### src/rtl/sisc_ir_sequencer_pkg.sv
`default_nettype none
// ============================================================================
// Module   : sisc_ir_sequencer_pkg
// Brief    : Shared opcodes, NOP word and state encoding for the ir sequencer.
// Revision : 1.0 - initial release
// ============================================================================
package sisc_ir_sequencer_pkg;

    localparam int          c_OPC_W  = 4;
    localparam logic [3:0]  c_OP_NOP = 4'h0;
    localparam logic [3:0]  c_OP_HLT = 4'hF;
    localparam logic [31:0] c_IR_NOP = {c_OP_NOP, 28'h0};

    typedef logic [1:0] state_t;
    localparam state_t c_ST_IDLE = 2'd0;
    localparam state_t c_ST_RUN  = 2'd1;
    localparam state_t c_ST_DONE = 2'd2;

    function automatic logic is_hlt(input logic [c_OPC_W-1:0] opc);
        return opc == c_OP_HLT;
    endfunction

endpackage
`default_nettype wire

### src/rtl/sisc_ir_sequencer_if.sv
`default_nettype none
// ============================================================================
// Module   : sisc_ir_sequencer_if
// Brief    : Program-store write bus between loader (master) and sequencer.
// Revision : 1.0 - initial release
// ============================================================================
interface sisc_ir_sequencer_if #(
    parameter int IR_W   = 32,
    parameter int ADDR_W = 6
);
    logic              wr_en;
    logic [ADDR_W-1:0] wr_addr;
    logic [IR_W-1:0]   wr_data;
    logic              wr_err;

    modport master (output wr_en, output wr_addr, output wr_data, input  wr_err);
    modport slave  (input  wr_en, input  wr_addr, input  wr_data, output wr_err);
endinterface
`default_nettype wire

### src/rtl/sisc_ir_sequencer_prog_mem.sv
`default_nettype none
// ============================================================================
// Module   : sisc_ir_sequencer_prog_mem
// Brief    : DEPTH x IR_W program store, one write port, one synchronous read.
// Revision : 1.0 - initial release
// ============================================================================
module sisc_ir_sequencer_prog_mem #(
    parameter int IR_W   = 32,
    parameter int DEPTH  = 64,
    parameter int ADDR_W = 6
) (
    input  wire logic              i_clk,
    input  wire logic              i_we,
    input  wire logic [ADDR_W-1:0] i_waddr,
    input  wire logic [IR_W-1:0]   i_wdata,
    input  wire logic [ADDR_W-1:0] i_raddr,
    output logic      [IR_W-1:0]   o_rdata
);
    logic [IR_W-1:0] r_mem [DEPTH];
    logic [IR_W-1:0] r_rdata;

    // Write-first so a word written in the start cycle is the one fetched.
    always_ff @(posedge i_clk) begin
        if (i_we) begin
            r_mem[i_waddr] <= i_wdata;
        end
        if (i_we && (i_waddr == i_raddr)) begin
            r_rdata <= i_wdata;
        end else begin
            r_rdata <= r_mem[i_raddr];
        end
    end

    assign o_rdata = r_rdata;
endmodule
`default_nettype wire

### src/rtl/sisc_ir_sequencer.sv
`default_nettype none
// ============================================================================
// Module   : sisc_ir_sequencer
// Brief    : Plays a loaded program onto the SISC ir port, HOLD_CYC cycles/word.
// Revision : 1.0 - initial release
// ============================================================================
module sisc_ir_sequencer
    import sisc_ir_sequencer_pkg::*;
#(
    parameter int IR_W     = 32,
    parameter int DEPTH    = 64,
    parameter int ADDR_W   = 6,
    parameter int HOLD_CYC = 5
) (
    input  wire logic            clk,
    input  wire logic            rst,
    sisc_ir_sequencer_if.slave   prog,
    input  wire logic [ADDR_W:0] prog_len,
    input  wire logic            loop_en,
    input  wire logic            start,
    input  wire logic            stall,
    output logic [IR_W-1:0]      ir,
    output logic                 ir_valid,
    output logic                 busy,
    output logic                 done,
    output logic                 halted,
    output logic [ADDR_W-1:0]    pc
);
    localparam int                 c_HOLD_W    = (HOLD_CYC > 1) ? $clog2(HOLD_CYC) : 1;
    localparam logic [c_HOLD_W-1:0] c_HOLD_LAST = c_HOLD_W'(HOLD_CYC - 1);
    localparam logic [ADDR_W:0]    c_DEPTH     = (ADDR_W + 1)'(DEPTH);

    state_t              r_state, w_state_nxt;
    logic [ADDR_W-1:0]   r_pc, w_pc_nxt;
    logic [c_HOLD_W-1:0] r_hold, w_hold_nxt;
    logic [ADDR_W:0]     r_len, w_len_nxt;
    logic                r_loop, w_loop_nxt;
    logic                r_halted, w_halted_nxt;
    logic                r_wr_err;
    logic                w_run, w_we, w_last_word;
    logic [IR_W-1:0]     w_rdata;

    assign w_run       = (r_state == c_ST_RUN);
    assign w_we        = prog.wr_en & ~w_run;
    assign w_last_word = ({1'b0, r_pc} == (r_len - (ADDR_W + 1)'(1)));

    // Read address is next cycle's pc, so the fetched word lands with the pc update.
    sisc_ir_sequencer_prog_mem #(
        .IR_W   (IR_W),
        .DEPTH  (DEPTH),
        .ADDR_W (ADDR_W)
    ) u_prog_mem (
        .i_clk   (clk),
        .i_we    (w_we),
        .i_waddr (prog.wr_addr),
        .i_wdata (prog.wr_data),
        .i_raddr (w_pc_nxt),
        .o_rdata (w_rdata)
    );

    always_comb begin
        w_state_nxt  = r_state;
        w_pc_nxt     = r_pc;
        w_hold_nxt   = r_hold;
        w_len_nxt    = r_len;
        w_loop_nxt   = r_loop;
        w_halted_nxt = r_halted;
        case (r_state)
            c_ST_RUN: begin
                if (!stall) begin
                    if (r_hold == c_HOLD_LAST) begin
                        w_hold_nxt = '0;
                        if (is_hlt(w_rdata[IR_W-1 -: c_OPC_W])) begin
                            w_state_nxt  = c_ST_DONE;
                            w_halted_nxt = 1'b1;
                        end else if (w_last_word) begin
                            if (r_loop) begin
                                w_pc_nxt = '0;
                            end else begin
                                w_state_nxt = c_ST_DONE;
                            end
                        end else begin
                            w_pc_nxt = r_pc + ADDR_W'(1);
                        end
                    end else begin
                        w_hold_nxt = r_hold + c_HOLD_W'(1);
                    end
                end
            end
            default: begin
                if (start) begin
                    w_len_nxt    = (prog_len > c_DEPTH) ? c_DEPTH : prog_len;
                    w_loop_nxt   = loop_en;
                    w_halted_nxt = 1'b0;
                    w_pc_nxt     = '0;
                    w_hold_nxt   = '0;
                    w_state_nxt  = (prog_len == '0) ? c_ST_DONE : c_ST_RUN;
                end
            end
        endcase
    end

    always_ff @(posedge clk) begin
        if (rst) begin
            r_state  <= c_ST_IDLE;
            r_pc     <= '0;
            r_hold   <= '0;
            r_len    <= '0;
            r_loop   <= 1'b0;
            r_halted <= 1'b0;
            r_wr_err <= 1'b0;
        end else begin
            r_state  <= w_state_nxt;
            r_pc     <= w_pc_nxt;
            r_hold   <= w_hold_nxt;
            r_len    <= w_len_nxt;
            r_loop   <= w_loop_nxt;
            r_halted <= w_halted_nxt;
            r_wr_err <= prog.wr_en & w_run;
        end
    end

    assign ir          = w_run ? w_rdata : IR_W'(c_IR_NOP);
    assign ir_valid    = w_run;
    assign busy        = w_run;
    assign done        = (r_state == c_ST_DONE);
    assign halted      = r_halted;
    assign pc          = r_pc;
    assign prog.wr_err = r_wr_err;
endmodule
`default_nettype wire
### src/flat_wrapper.sv
// flat-port wrapper written by rule: the top's interface ports become plain ports
module sisc_ir_sequencer_flat import sisc_ir_sequencer_pkg::*;
#(
    parameter int IR_W     = 32,
    parameter int DEPTH    = 64,
    parameter int ADDR_W   = 6,
    parameter int HOLD_CYC = 5
)
  (clk, rst, prog_len, loop_en, start, stall, ir, ir_valid, busy, done, halted, pc, prog_wr_en, prog_wr_addr, prog_wr_data, prog_wr_err);
  sisc_ir_sequencer_if #(.IR_W(IR_W), .ADDR_W(ADDR_W)) prog_i ();
  input  wire logic clk;
  input  wire logic rst;
  input  wire logic [ADDR_W:0] prog_len;
  input  wire logic loop_en;
  input  wire logic start;
  input  wire logic stall;
  output logic [IR_W-1:0] ir;
  output logic ir_valid;
  output logic busy;
  output logic done;
  output logic halted;
  output logic [ADDR_W-1:0] pc;
  input wire logic [$bits(prog_i.wr_en)-1:0] prog_wr_en;
  input wire logic [$bits(prog_i.wr_addr)-1:0] prog_wr_addr;
  input wire logic [$bits(prog_i.wr_data)-1:0] prog_wr_data;
  output wire logic [$bits(prog_i.wr_err)-1:0] prog_wr_err;
  assign prog_i.wr_en = prog_wr_en;
  assign prog_i.wr_addr = prog_wr_addr;
  assign prog_i.wr_data = prog_wr_data;
  assign prog_wr_err = prog_i.wr_err;
  sisc_ir_sequencer #(.IR_W(IR_W), .DEPTH(DEPTH), .ADDR_W(ADDR_W), .HOLD_CYC(HOLD_CYC)) u_core (.clk(clk), .rst(rst), .prog(prog_i), .prog_len(prog_len), .loop_en(loop_en), .start(start), .stall(stall), .ir(ir), .ir_valid(ir_valid), .busy(busy), .done(done), .halted(halted), .pc(pc));
endmodule
### config.mk
export PLATFORM = sky130hd
export DESIGN_NAME = sisc_ir_sequencer_flat
export DESIGN_NICKNAME = d
export VERILOG_FILES = /design/src/rtl/sisc_ir_sequencer_pkg.sv /design/src/rtl/sisc_ir_sequencer_if.sv /design/src/rtl/sisc_ir_sequencer_prog_mem.sv /design/src/rtl/sisc_ir_sequencer.sv /design/src/flat_wrapper.sv
export SDC_FILE = /design/constraint.sdc
export NUM_CORES = 2
export LEC_CHECK = 0
export BUFFER_PORTS_ARGS = -buffer_cell sky130_fd_sc_hd__buf_2
export CORE_MARGIN = 2
export CORE_UTILIZATION = 50
export DETAILED_ROUTE_END_ITERATION = 6
export HOLD_SLACK_MARGIN = 0.05
export PLACE_DENSITY = 0.66
export SLEW_MARGIN = 15
export SYNTH_ARGS = -nofsm -noshare
export SYNTH_HDL_FRONTEND = slang
export SYNTH_HIERARCHICAL = 1
export SYNTH_SLANG_ARGS = --single-unit
### constraint.sdc
create_clock -name clk -period 8.1 [get_ports clk]
set_input_delay 0.81 -clock clk [delete_from_list [all_inputs] [get_ports clk]]
set_output_delay 0.81 -clock clk [all_outputs]
set_load 0.03 [all_outputs]
==> results.tsv <==
stage	metric	value	unit
run_status	status	finished with violations	
run_status	violations	DRC	
clock_network	cts_buffers	204	
logic_synthesis	synth.avg_cell_area	22.8	µm²
clock_network	root_buffer	clkbuf_16	
setup_path	critical_path_depth	8	
setup_path	critPathRequiredTime	7.29	ns
layout	drive_gt1_share	28.8	%
timing	setup_ws	2.35	ns
timing	finalHoldViolCount	0	
timing	finalCritPeriodShare	71.0	%
clock_network	ctsHoldBuffers	0	
global_routing	antenna_found_initial	14	
floorplan	die_area	162000	µm²
setup_path	worstPathArrival	4.94	ns
layout	mostFrequentLayoutCells	edfxtp_1 (2048), mux4_2 (544), clkbuf_16 (206)	
timing	worst-slew-pin-transition	1.23	ns
clock_network	clkLatencyLatePin	0.84	ns
placement	hpwlAfterDp	102000	µm
clock_network	cts_resized	0	
logic_synthesis	syn_nets	3554	
floorplan	rows	146	
floorplan	start_util	50.3	%
setup_path	cpLargestDelayFamily	multiplexers	
setup_path	cpPeakStageDelay	0.95	ns
logic_synthesis	synth_cell_types	66	
pwr	p_leak	26.9	nW
setup_path	crit_type	reg2out	
floorplan	core	158000	µm²
timing	slew_headroom	18.0	%
timing	fmax	174	MHz
layout	utilization	56.7	%
logic_synthesis	synthArstFlopShare	0	%
floorplan	die_y	403	µm
global_routing	grt_max_degree	124	
clock_network	cts_sinks	2075	
detailed_routing	antenna_left	0	
detailed_routing	wl_per_cell	32.9	µm
clock_network	post_cts_buffers	0	
clock_network	cts.clk_slew.worst_paths	0.06	ns
pwr	ir_worst_vdd	0.177	mV
placement	port-buffer-count	93	
detailed_routing	routed_via_density	6.44	
global_routing	grt_pass1_wl	279000	µm
floorplan	die_width	403	µm
hold_path	holdPathStages	3	
logic_synthesis	yosys_warnings	6	
detailed_routing	route.detailed.drc	4	
timing	finalCriticalPeriod	5.75	ns
setup_path	cp-start-kind	register	
timing	setup_viol	0	
clock_network	htree_num_levels	4	
logic_synthesis	synth_edf_count	2048	
layout	postLayoutCellArea	89700	µm²
pwr	p_per_area	237	nW/µm²
layout	layout.nets	3776	
global_routing	grt_pass1_vias	38000	
logic_synthesis	synth-main-ff-cell	edfxtp_1	
timing	rsz0062_at_grt	false	
detailed_routing	drt_iter0_markers	4936	
logic_synthesis	syn_inst	3499	
timing	fin_skew	0.0308	ns
timing	maxSlewViolCount	0	
clock_network	cts_tree	done	
placement	gp_congestion	0.804	
clock_network	clk_path_buf_depth	3	
layout	layout_commonest_cell	edfxtp_1	
timing	setup-tns-final	0	ns
setup_path	worst-path-buf-inv	3	
logic_synthesis	netlist_area	79600	µm²
detailed_routing	num_vias	38400	
placement	pre_cts_ws	3.15	ns
logic_synthesis	synth_seq_area_share	77.9	%
placement	postPlaceCellArea	83200	µm²
setup_path	critical_path.max_fanout	55	
setup_path	rr_worst_depth	10	
floorplan	num_io_pins	94	
global_routing	track_usage	24.2	%
detailed_routing	totalWireLength	196000	µm
timing	whs	0.211	ns
hold_path	hold_path.class	in2reg	
flow_run	max-cap-violations	0	
setup_path	endpoint_kind	output pin	
detailed_routing	first_pass_iters	7	
setup_path	critPathSlowestCell	dfxtp_4	
setup_path	critical_path.cell_chain	buf_12 -> buf_12 -> mux4_2 -> mux4_2 -> o22ai_1 -> nor2_1 -> and2_1 -> buf_2	
global_routing	globalRouteOverflowTotal	0	
layout	syn_to_final_growth	12.6	%
logic_synthesis	ys_ff_latch	2075	
## metrics by stage
| step | std cells | power (mW) |
|---|---|---|
| after floorplan | 3499 | 12.2 |
| after global placement | 5584 | 12.4 |
| after detailed placement | 5584 | 12.4 |
| after CTS | 5958 | 21.4 |
| after global routing | 5961 | 21.8 |
| final | 5965 | 21.3 |
## cell type report
class | count | area [µm²]
Multi-Input combinational cell | 1222 | 17100
Clock buffer | 254 | 5380
Fill cell | 11400 | 68500
Timing Repair Buffer | 210 | 1530
Antenna cell | 4 | 10.0
Sequential cell | 2075 | 62100
Inverter | 8 | 30.0
Clock inverter | 120 | 998
Tap cell | 2072 | 2590
## power breakdown
| part | leakage (nW) | total [mW] | switching (mW) | internal [mW] |
|---|---|---|---|---|
| clock network | 3.12 | 9.08 | 3.97 | 5.11 |
| logic | 5.09 | 0.344 | 0.288 | 0.0559 |
| registers | 18.6 | 11.9 | 0.0116 | 11.8 |
| total | 26.9 | 21.3 | 4.27 | 17.0 |
## final timing paths
path                       from             to  slack, ns
setup reg to reg       register   u_core/pc[3]       3.36
hold reg to reg   u_core/halted  u_core/halted       0.49
setup / recovery       register          ir[1]       2.35
hold / removal          loop_en  u_core/r_loop       0.21
## sequential cells by signal, indices dropped and copies added (netlist names), named ones only
| register | cells |
|---|---|
| u_core/halted | 1 |
| u_core/pc | 6 |
| u_core/prog.wr_err | 1 |
| u_core/r_hold | 3 |
| u_core/r_len | 7 |
| u_core/r_loop | 1 |
| u_core/r_state | 2 |
| u_core/u_prog_mem/r_mem | 2048 |
## routing by layer
metal | track usage, % | routed length [µm] | up-vias | share of wire (%)
li1 | - | - | 15400 | -
met1 | 35.4 | 80500 | 20900 | 41
met2 | 38.5 | 95400 | 1858 | 49
met3 | 4.17 | 16700 | 274 | 8.5
met4 | 5.83 | 3710 | 6 | 1.9
met5 | 0 | 35 | - | 0.018
## worst register-to-register path: stages, from the launching register on
cell      delay (ns)
dfxtp_4         0.95
buf_4           0.48
mux4_2          0.55
mux4_2          0.50
o22ai_1         0.42
nor2_1          0.18
nand4_1         0.28
nand4b_1        0.24
or2_2           0.38
or4_4           0.53
a31oi_1         0.16
## kinds of logic (layout without fill, tap and decap cells)
logic type	Yosys count	in the layout	synth area share [%]
DFF	2075	2075	77.9
and+or+nand+nor	331	331	2.10
muxes	637	637	16.6
other	0	4	0
adders and majority gates	4	4	0.0629
buffers and inverters	202	592	1.22
AOI/OAI and AO/OA	243	243	2.02
xor gates and xnor gates	7	7	0.0959
## synthesized netlist by cell type (all sizes together), types with 17 or more instances
cell type | count | share of area [%]
nor2 | 145 | 0.68
nand2 | 45 | 0.21
clkbuf | 85 | 0.41
mux2i | 93 | 1.2
buf | 109 | 0.77
nor2b | 17 | 0.13
o22ai | 87 | 0.68
mux4 | 544 | 15
dfxtp | 27 | 0.68
o221ai | 27 | 0.30
a21oi | 74 | 0.47
and2 | 37 | 0.29
edfxtp | 2048 | 77
Power figures use the tool's default switching activity.
